### src/rtl/spmv_csr_sched.sv
// spmv_csr_sched: loads the CSR row-pointer table, then streams value/vector operand pairs to the SpMV core.
module spmv_csr_sched #(
  parameter int ELEM_CYCLES = 4
) (
  input  logic         i_clk,
  input  logic         i_rst,
  input  logic         i_start,
  output logic         o_busy,
  output logic         o_done,
  output logic         o_err,
  output logic [4:0]   o_ptr_addr,
  input  logic [7:0]   i_ptr_data,
  output logic [7:0]   o_nz_addr,
  input  logic [15:0]  i_val_data,
  input  logic [3:0]   i_col_data,
  output logic [3:0]   o_x_addr,
  input  logic [15:0]  i_x_data,
  output logic         o_core_start,
  output logic [15:0]  o_data_A,
  output logic [15:0]  o_data_B,
  output logic [7:0]   o_count,
  output logic [135:0] o_row_ptr
);
  typedef enum logic [3:0] {IDLE, PTR_RD, PTR_LAST, CHECK, NZ_RD, X_RD, X_CAP, ISSUE, DONE} state_t;
  state_t state, state_n;
  logic [4:0]  pcnt;
  logic [7:0]  k;
  logic [3:0]  ecnt;
  logic [15:0] val_q, x_q;
  logic [7:0]  rp [17];
  logic        bad, last_e, last_k;
  always_comb begin
    bad = 1'b0;
    for (int i = 0; i < 16; i++) bad = bad | (rp[i+1] < rp[i]);
  end
  assign last_e = ecnt == 4'(ELEM_CYCLES - 1);
  assign last_k = (k + 8'd1) == rp[16];
  always_ff @(posedge i_clk) state <= i_rst ? IDLE : state_n;
  always_comb begin
    state_n = state;
    case (state)
      IDLE:     state_n = i_start ? PTR_RD : IDLE;
      PTR_RD:   state_n = pcnt == 5'd16 ? PTR_LAST : PTR_RD;
      PTR_LAST: state_n = CHECK;
      CHECK:    state_n = (bad || rp[16] == 8'd0) ? DONE : NZ_RD;
      NZ_RD:    state_n = X_RD;
      X_RD:     state_n = X_CAP;
      X_CAP:    state_n = ISSUE;
      ISSUE:    state_n = !last_e ? ISSUE : last_k ? DONE : NZ_RD;
      DONE:     state_n = IDLE;
      default:  state_n = IDLE;
    endcase
  end
  always_ff @(posedge i_clk) begin
    if (i_rst) begin
      pcnt    <= '0;
      k       <= '0;
      ecnt    <= '0;
      val_q   <= '0;
      x_q     <= '0;
      o_count <= '0;
      o_err   <= 1'b0;
      for (int i = 0; i < 17; i++) rp[i] <= '0;
    end else begin
      pcnt <= state == PTR_RD ? pcnt + 5'd1 : 5'd0;
      ecnt <= state == ISSUE ? ecnt + 4'd1 : 4'd0;
      // read data trails its address by one cycle, so capture into the previous slot
      if ((state == PTR_RD && pcnt != 5'd0) || state == PTR_LAST) rp[pcnt - 5'd1] <= i_ptr_data;
      if (state == IDLE && i_start) begin
        o_err   <= 1'b0;
        k       <= '0;
        o_count <= '0;
      end
      if (state == CHECK && bad) o_err <= 1'b1;
      if (state == X_RD) val_q <= i_val_data;
      if (state == X_CAP) begin
        x_q     <= i_x_data;
        o_count <= k + 8'd1;
      end
      if (state == ISSUE && last_e && !last_k) k <= k + 8'd1;
    end
  end
  assign o_busy       = state != IDLE;
  assign o_done       = state == DONE;
  assign o_ptr_addr   = state == PTR_RD ? pcnt : 5'd0;
  assign o_nz_addr    = state == NZ_RD ? k : 8'd0;
  assign o_x_addr     = state == X_RD ? i_col_data : 4'd0;
  assign o_data_A     = state == ISSUE ? x_q : 16'd0;
  assign o_data_B     = state == ISSUE ? val_q : 16'd0;
  assign o_core_start = state == ISSUE && ecnt == 4'd0 && k == 8'd0;
  for (genvar g = 0; g < 17; g++) assign o_row_ptr[8*g +: 8] = rp[g];
endmodule

### config.mk
export PLATFORM = sky130hd
export DESIGN_NAME = spmv_csr_sched
export DESIGN_NICKNAME = d
export VERILOG_FILES = /design/src/rtl/spmv_csr_sched.sv
export SDC_FILE = /design/constraint.sdc
export NUM_CORES = 1
export LEC_CHECK = 0
export CAP_MARGIN = 40
export CORE_MARGIN = 8
export CORE_UTILIZATION = 40
export DETAILED_ROUTE_END_ITERATION = 16
export PLACE_DENSITY = 0.68
export SLEW_MARGIN = 20
export SYNTH_ARGS = -nofsm -noshare
export SYNTH_HDL_FRONTEND = slang
export SYNTH_SLANG_ARGS = --single-unit
### constraint.sdc
create_clock -name i_clk -period 2.7 [get_ports i_clk]
set_input_delay 0.54 -clock i_clk [delete_from_list [all_inputs] [get_ports i_clk]]
set_output_delay 0.54 -clock i_clk [all_outputs]
set_load 0.05 [all_outputs]
---- After elaboration in Yosys (flattened, before gate mapping) ----
Memory sizes are Yosys's and may differ from the RTL's.
Index checks and enable logic that the tools add are counted.
storage, ports and cells
  bits in registers ....................... 62
  bits in writable memories ............... 136
  bits of input ports ..................... 47
  output and inout bits ................... 197
  word-level logic and storage cells ...... 103
  memories kept ........................... 1
memory list
  memory  words  bits a word  read ports  clocked after memory_dff  wr ports  line  source
  rp      17     8            17          0                         17        30    logic [7:0] rp [17];
operators by class
  $add $sub $neg .......................... 4
  $lt $le $gt $ge ......................... 16
  equality and inequality tests ........... 11
  mux-type cells .......................... 24
  bitwise gates (word level) .............. 17
  reduce and logical (&&, ||, !) cells .... 22
operator list
  operator                                             number
  < comparator 8 bit                                   16
  2-to-1 mux 8 bit                                     5
  2-to-1 mux 16 bit                                    2
  case mux 4 bit (8 select lines)                      1
  equality test 4 x 3 -> 1 bit, second input constant  4
  zero test 8 bit                                      2
  2-to-1 mux 4 bit                                     4
  bitwise OR 1 bit                                     15
  equality test 4 x 2 -> 1 bit, second input constant  3
  2-to-1 mux 5 bit                                     2
  2-to-1 mux 1 bit                                     9
  adder 8 x 1 -> 8 bit, second input constant          1
  equality test 8 bit                                  1
  zero test 4 bit                                      2
  OR reduction 8 bit                                   1
  logical AND 1 bit                                    7
  nonzero test 2 bit                                   3
  adder 5 x 1 -> 5 bit, second input constant          1
  equality test 5 bit, second input constant           1
  nonzero test 5 bit                                   1
  subtractor 5 x 1 -> 5 bit, second input constant     1
  adder 4 x 1 -> 4 bit, second input constant          1
  equality test 4 x 1 -> 1 bit, second input constant  1
  equality test 4 bit, second input constant           1
  6 further kinds                                      9

---- Logic depth before layout (Yosys ltp) ----
Gate-level depths: netlist of run 1.
  word-level depth ........................ 19
  gate-level depth with buffers ........... 10
  gate-level depth less buffers ........... 9

---- Worst setup path after synthesis of run 1 ----
OpenSTA, ideal clock, no wires.
  path kind ............................... flip-flop to output port
  start ................................... reg state[2]
  end ..................................... out o_core_start
  arrival ................................. 2491 ps
  data required time ...................... 2160 ps
  setup slack ............................. -331 ps
  stages on the path, launching flop included .. 6
  path buffers ............................ 1
  path through ............................ dfxtp_1 clkbuf_1 nand2b_1 nor2_4 nand2_1 nor4_1
on the way
  cells in the longest elaborated chain, start to end .. 3
RTL lines
  item                            line  source
  start, declared                 25    state_t state, state_n;
  start signal, assigned          38    always_ff @(posedge i_clk) state <= i_rst ? IDLE : state_n;
  equality test 4 x 3 -> 1 bit    90    assign o_core_start = state == ISSUE && ecnt == 4'd0 && k == 8'd0;
  logical AND 1 bit (2 in a row)  90
  end, declared                   18    output logic o_core_start,
Every way passes these cells.

==> results of run 1 <==
## cells in the final DEF (no fill, tap or decap), drive strengths merged, types with 50 or more instances in the layout
master	synthesis	final
a21oi	71	71
and2	154	154
buf	9	101
clkdlybuf4s50	0	191
dfxtp	62	62
edfxtp	136	136
ha	121	121
inv	128	136
nand2	103	103
nor2	50	50
## registers in the layout, summed over array words and instances, names as in the netlist
register	cells
k	8
pcnt	5
o_err	1
o_count	8
x_q	16
ecnt	4
rp	136
state	4
val_q	16
## power by group through the flow
stage / registers (mW) / clock network (mW) / logic [mW]
CTS: 3.39 / 2.60 / 0.955
finish: 3.39 / 2.57 / 0.949
global placement: 3.46 / 0 / 0.931
detailed placement: 3.46 / 0 / 0.949
global route: 3.40 / 2.71 / 1.03
floorplan: 3.68 / 0 / 0.323
## cell families after synthesis
family | Yosys count | share of synthesized area
buffers and inverters | 170 | 0.0589
DFF | 198 | 0.466
AOI/OAI and AO/OA | 179 | 0.104
adders and majority gates | 121 | 0.132
xor gates and xnor gates | 21 | 0.0215
and+or+nand+nor | 445 | 0.218
## worst max-delay path, stage by stage (launching register included)
cell and delay [ns]:
edfxtp_1 0.43, ha_1 0.22, or3b_2 0.47, o2111ai_1 0.12
a21oi_1 0.14, o32ai_2 0.39, or4_1 0.32, nor4_1 0.09
or2_2 0.27
## path summary, 6_finish.rpt
path,from,to,slack [ns],cells after the start
hold reg to reg,x_q[3]$_SDFFE_PP0P_,x_q[3]$_SDFFE_PP0P_,0.45,2
hold / removal,x_q[3]$_SDFFE_PP0P_,x_q[3]$_SDFFE_PP0P_,0.45,2
setup / recovery,rp[1][1]$_SDFFCE_PN0P_,state[2]$_SDFF_PP0_,0.11,8
setup reg to reg,rp[1][1]$_SDFFCE_PN0P_,state[2]$_SDFF_PP0_,0.11,8
## per-layer routing
layer,track usage,up-vias,wire length [µm]
met4,0.0496,0,514
li1,-,4465,-
met2,0.332,260,16000
met3,0.0561,33,2560
met1,0.237,4310,14000
met5,0,-,0
## area by class of cell
| class | instances | area (µm²) |
|---|---|---|
| Tap cell | 384 | 480 |
| Fill cell | 2529 | 12800 |
| Multi-Input combinational cell | 766 | 5460 |
| Inverter | 128 | 480 |
| Clock buffer | 17 | 425 |
| Clock inverter | 15 | 174 |
| Sequential cell | 198 | 5330 |
| Timing Repair Buffer | 293 | 3240 |
## per-stage QoR
step	power [mW]	instance area, µm²	setup WS, ns	cells
3_5_place_dp	4.41	15000	0.000626	1769
6_report	6.90	15600	0.115	1801
5_1_grt	7.14	15600	0.0220	1801
4_1_cts	6.94	15600	0.0236	1801
2_1_floorplan	4.00	11400	0.142	1134
3_3_place_gp	4.39	15000	0.0346	1769
## what timing repair did
| item | CTS | global route |
|---|---|---|
| buffers inserted | 0 | 0 |
| gates cloned | 0 | 0 |
| setup endpoints to repair | 1 | 57 |
| gates resized for setup | 1 | 7 |
==> impl_results.md, run 1 <==
- PortBufs: 243
- Yosys warns: 0
- Row count: 62
- Distinct cells, synth: 65
- Max_cap viols: 0
- Critical Path Start Type: register
- Clock share of power: 0.372
- Dpl hpwl: 25.8 mm
- Period minus WS final: 2.59 ns
- Largest net degree at the start of global routing: 57
- Worst EP required: 3.02 ns
- Most frequent cells after synthesis: and2_1 (153), edfxtp_1 (136), inv_1 (128), ha_1 (121), nand2_1 (103)
- Global route overflow: 0
- Drt first pass iters: 5
- Synth Flop Type: edfxtp_1
- Peak VDD IR: 0.383 mV
- Initial Utilization: 0.403
- Post-route ant nets: 0
- Reg power frac: 0.491
- Antenna violations before repair: 0
- Count leader, synth: and2_1
- Post-synthesis sequential area ratio: 0.466
- Crit-path max FO: 3
- N_diodes: 0
- Final Hold Vio Count: 0
- Via density: 5.03
- Vias in the first global route: 9,235
- Net count after synthesis: 1,302
- Area grow syn2layout: 36.4%
- RSZ-0062 raised after global routing: false
- Clock Pin Slew Worst Setup and Hold Paths: 0.07 ns
- Top cells by area, synth: edfxtp_1 (36%), ha_1 (13%), dfxtp_1 (11%)
- Post-layout util: 0.549
- Status: finished clean
- Final wirelength: 33.2 mm
- Hold slack final: 0.452 ns
- Post-Synthesis Cell Area: 11,400 µm²
- Leak: 6.47 nW
- Die H: 185 µm
- Async S/R FF share, synth: 0
- Period utilization: 0.957
- P_sw: 1.99 mW
- DRC viols: 0
- Fin nets: 1,572
- Hold Crit Class: reg2reg
- CTS tree: done
- Total Neg Setup Slack: 0 ns
- Share of cells above drive strength 1: 0.126
- Root Buffer: clkbuf_16
- Routed length per instance: 18.4 µm
- # setup viols final: 0
- Iteration-0 DRC Markers: 482
- Part of the power in combinational logic: 0.137
- H-tree depth: 4
- Synth Area per Inst: 10.1 µm²
- Count of state elements after synthesis: 198
- Synthesized instance count: 1,134
- Power Density: 443 nW/µm²
- Post-synth EDFFs: 136
- GP Congestion: 0.840
- Clk sinks: 198
- Worst-Skew Late Latency: 0.44 ns
- Fmax: 387 MHz
- TritonCTS buffer count: 17
- Top Ports: 244
- Vias: 9,068
- First-pass GRT wire length: 52.1 mm
- # hold bufs at CTS: 0
- Area share of the largest cell type after synthesis: 0.357
- Cell Int Power: 4.91 mW
- Maximum root-to-sink buffer count: 2
- Crit Path Category: reg2reg
- Core Area: 28,400 µm²
- Tightest Pin Transition: 0.814 ns
- Worst path arrival time: 2.90 ns
- Net Sw Frac: 0.289
- Worst Skew: 0.0199 ns
- Die W: 185 µm
- Slew margin rel.: 0.456
- Max Slew Vio Count: 0
- Setup crit end kind: register
- Die area: 34,200 µm²
- Leading area contributor after synthesis: edfxtp_1
- Gr usage total: 0.194
Note: power is estimated with default switching activity, not from simulation.
==> run 2: changes to the inputs <==
--- a/config.mk
+++ b/config.mk
@@ -8,8 +8,11 @@
 export CAP_MARGIN = 40
 export CORE_MARGIN = 8
 export CORE_UTILIZATION = 40
+export CTS_CLUSTER_DIAMETER = 150
 export DETAILED_ROUTE_END_ITERATION = 16
+export GPL_ROUTABILITY_DRIVEN = 0
 export PLACE_DENSITY = 0.68
+export SKIP_LAST_GASP = 1
 export SLEW_MARGIN = 20
 export SYNTH_ARGS = -nofsm -noshare
 export SYNTH_HDL_FRONTEND = slang
==> results of run 2 <==
The final DEF is identical to that of run 1; final timing and power are the same.
==> run 3: changes to the inputs <==
--- a/config.mk
+++ b/config.mk
@@ -13,7 +13,7 @@
 export GPL_ROUTABILITY_DRIVEN = 0
 export PLACE_DENSITY = 0.68
 export SKIP_LAST_GASP = 1
-export SLEW_MARGIN = 20
+export SLEW_MARGIN = 15
 export SYNTH_ARGS = -nofsm -noshare
 export SYNTH_HDL_FRONTEND = slang
 export SYNTH_SLANG_ARGS = --single-unit
==> results of run 3 <==
The final DEF is identical to that of run 1; final timing and power are the same.
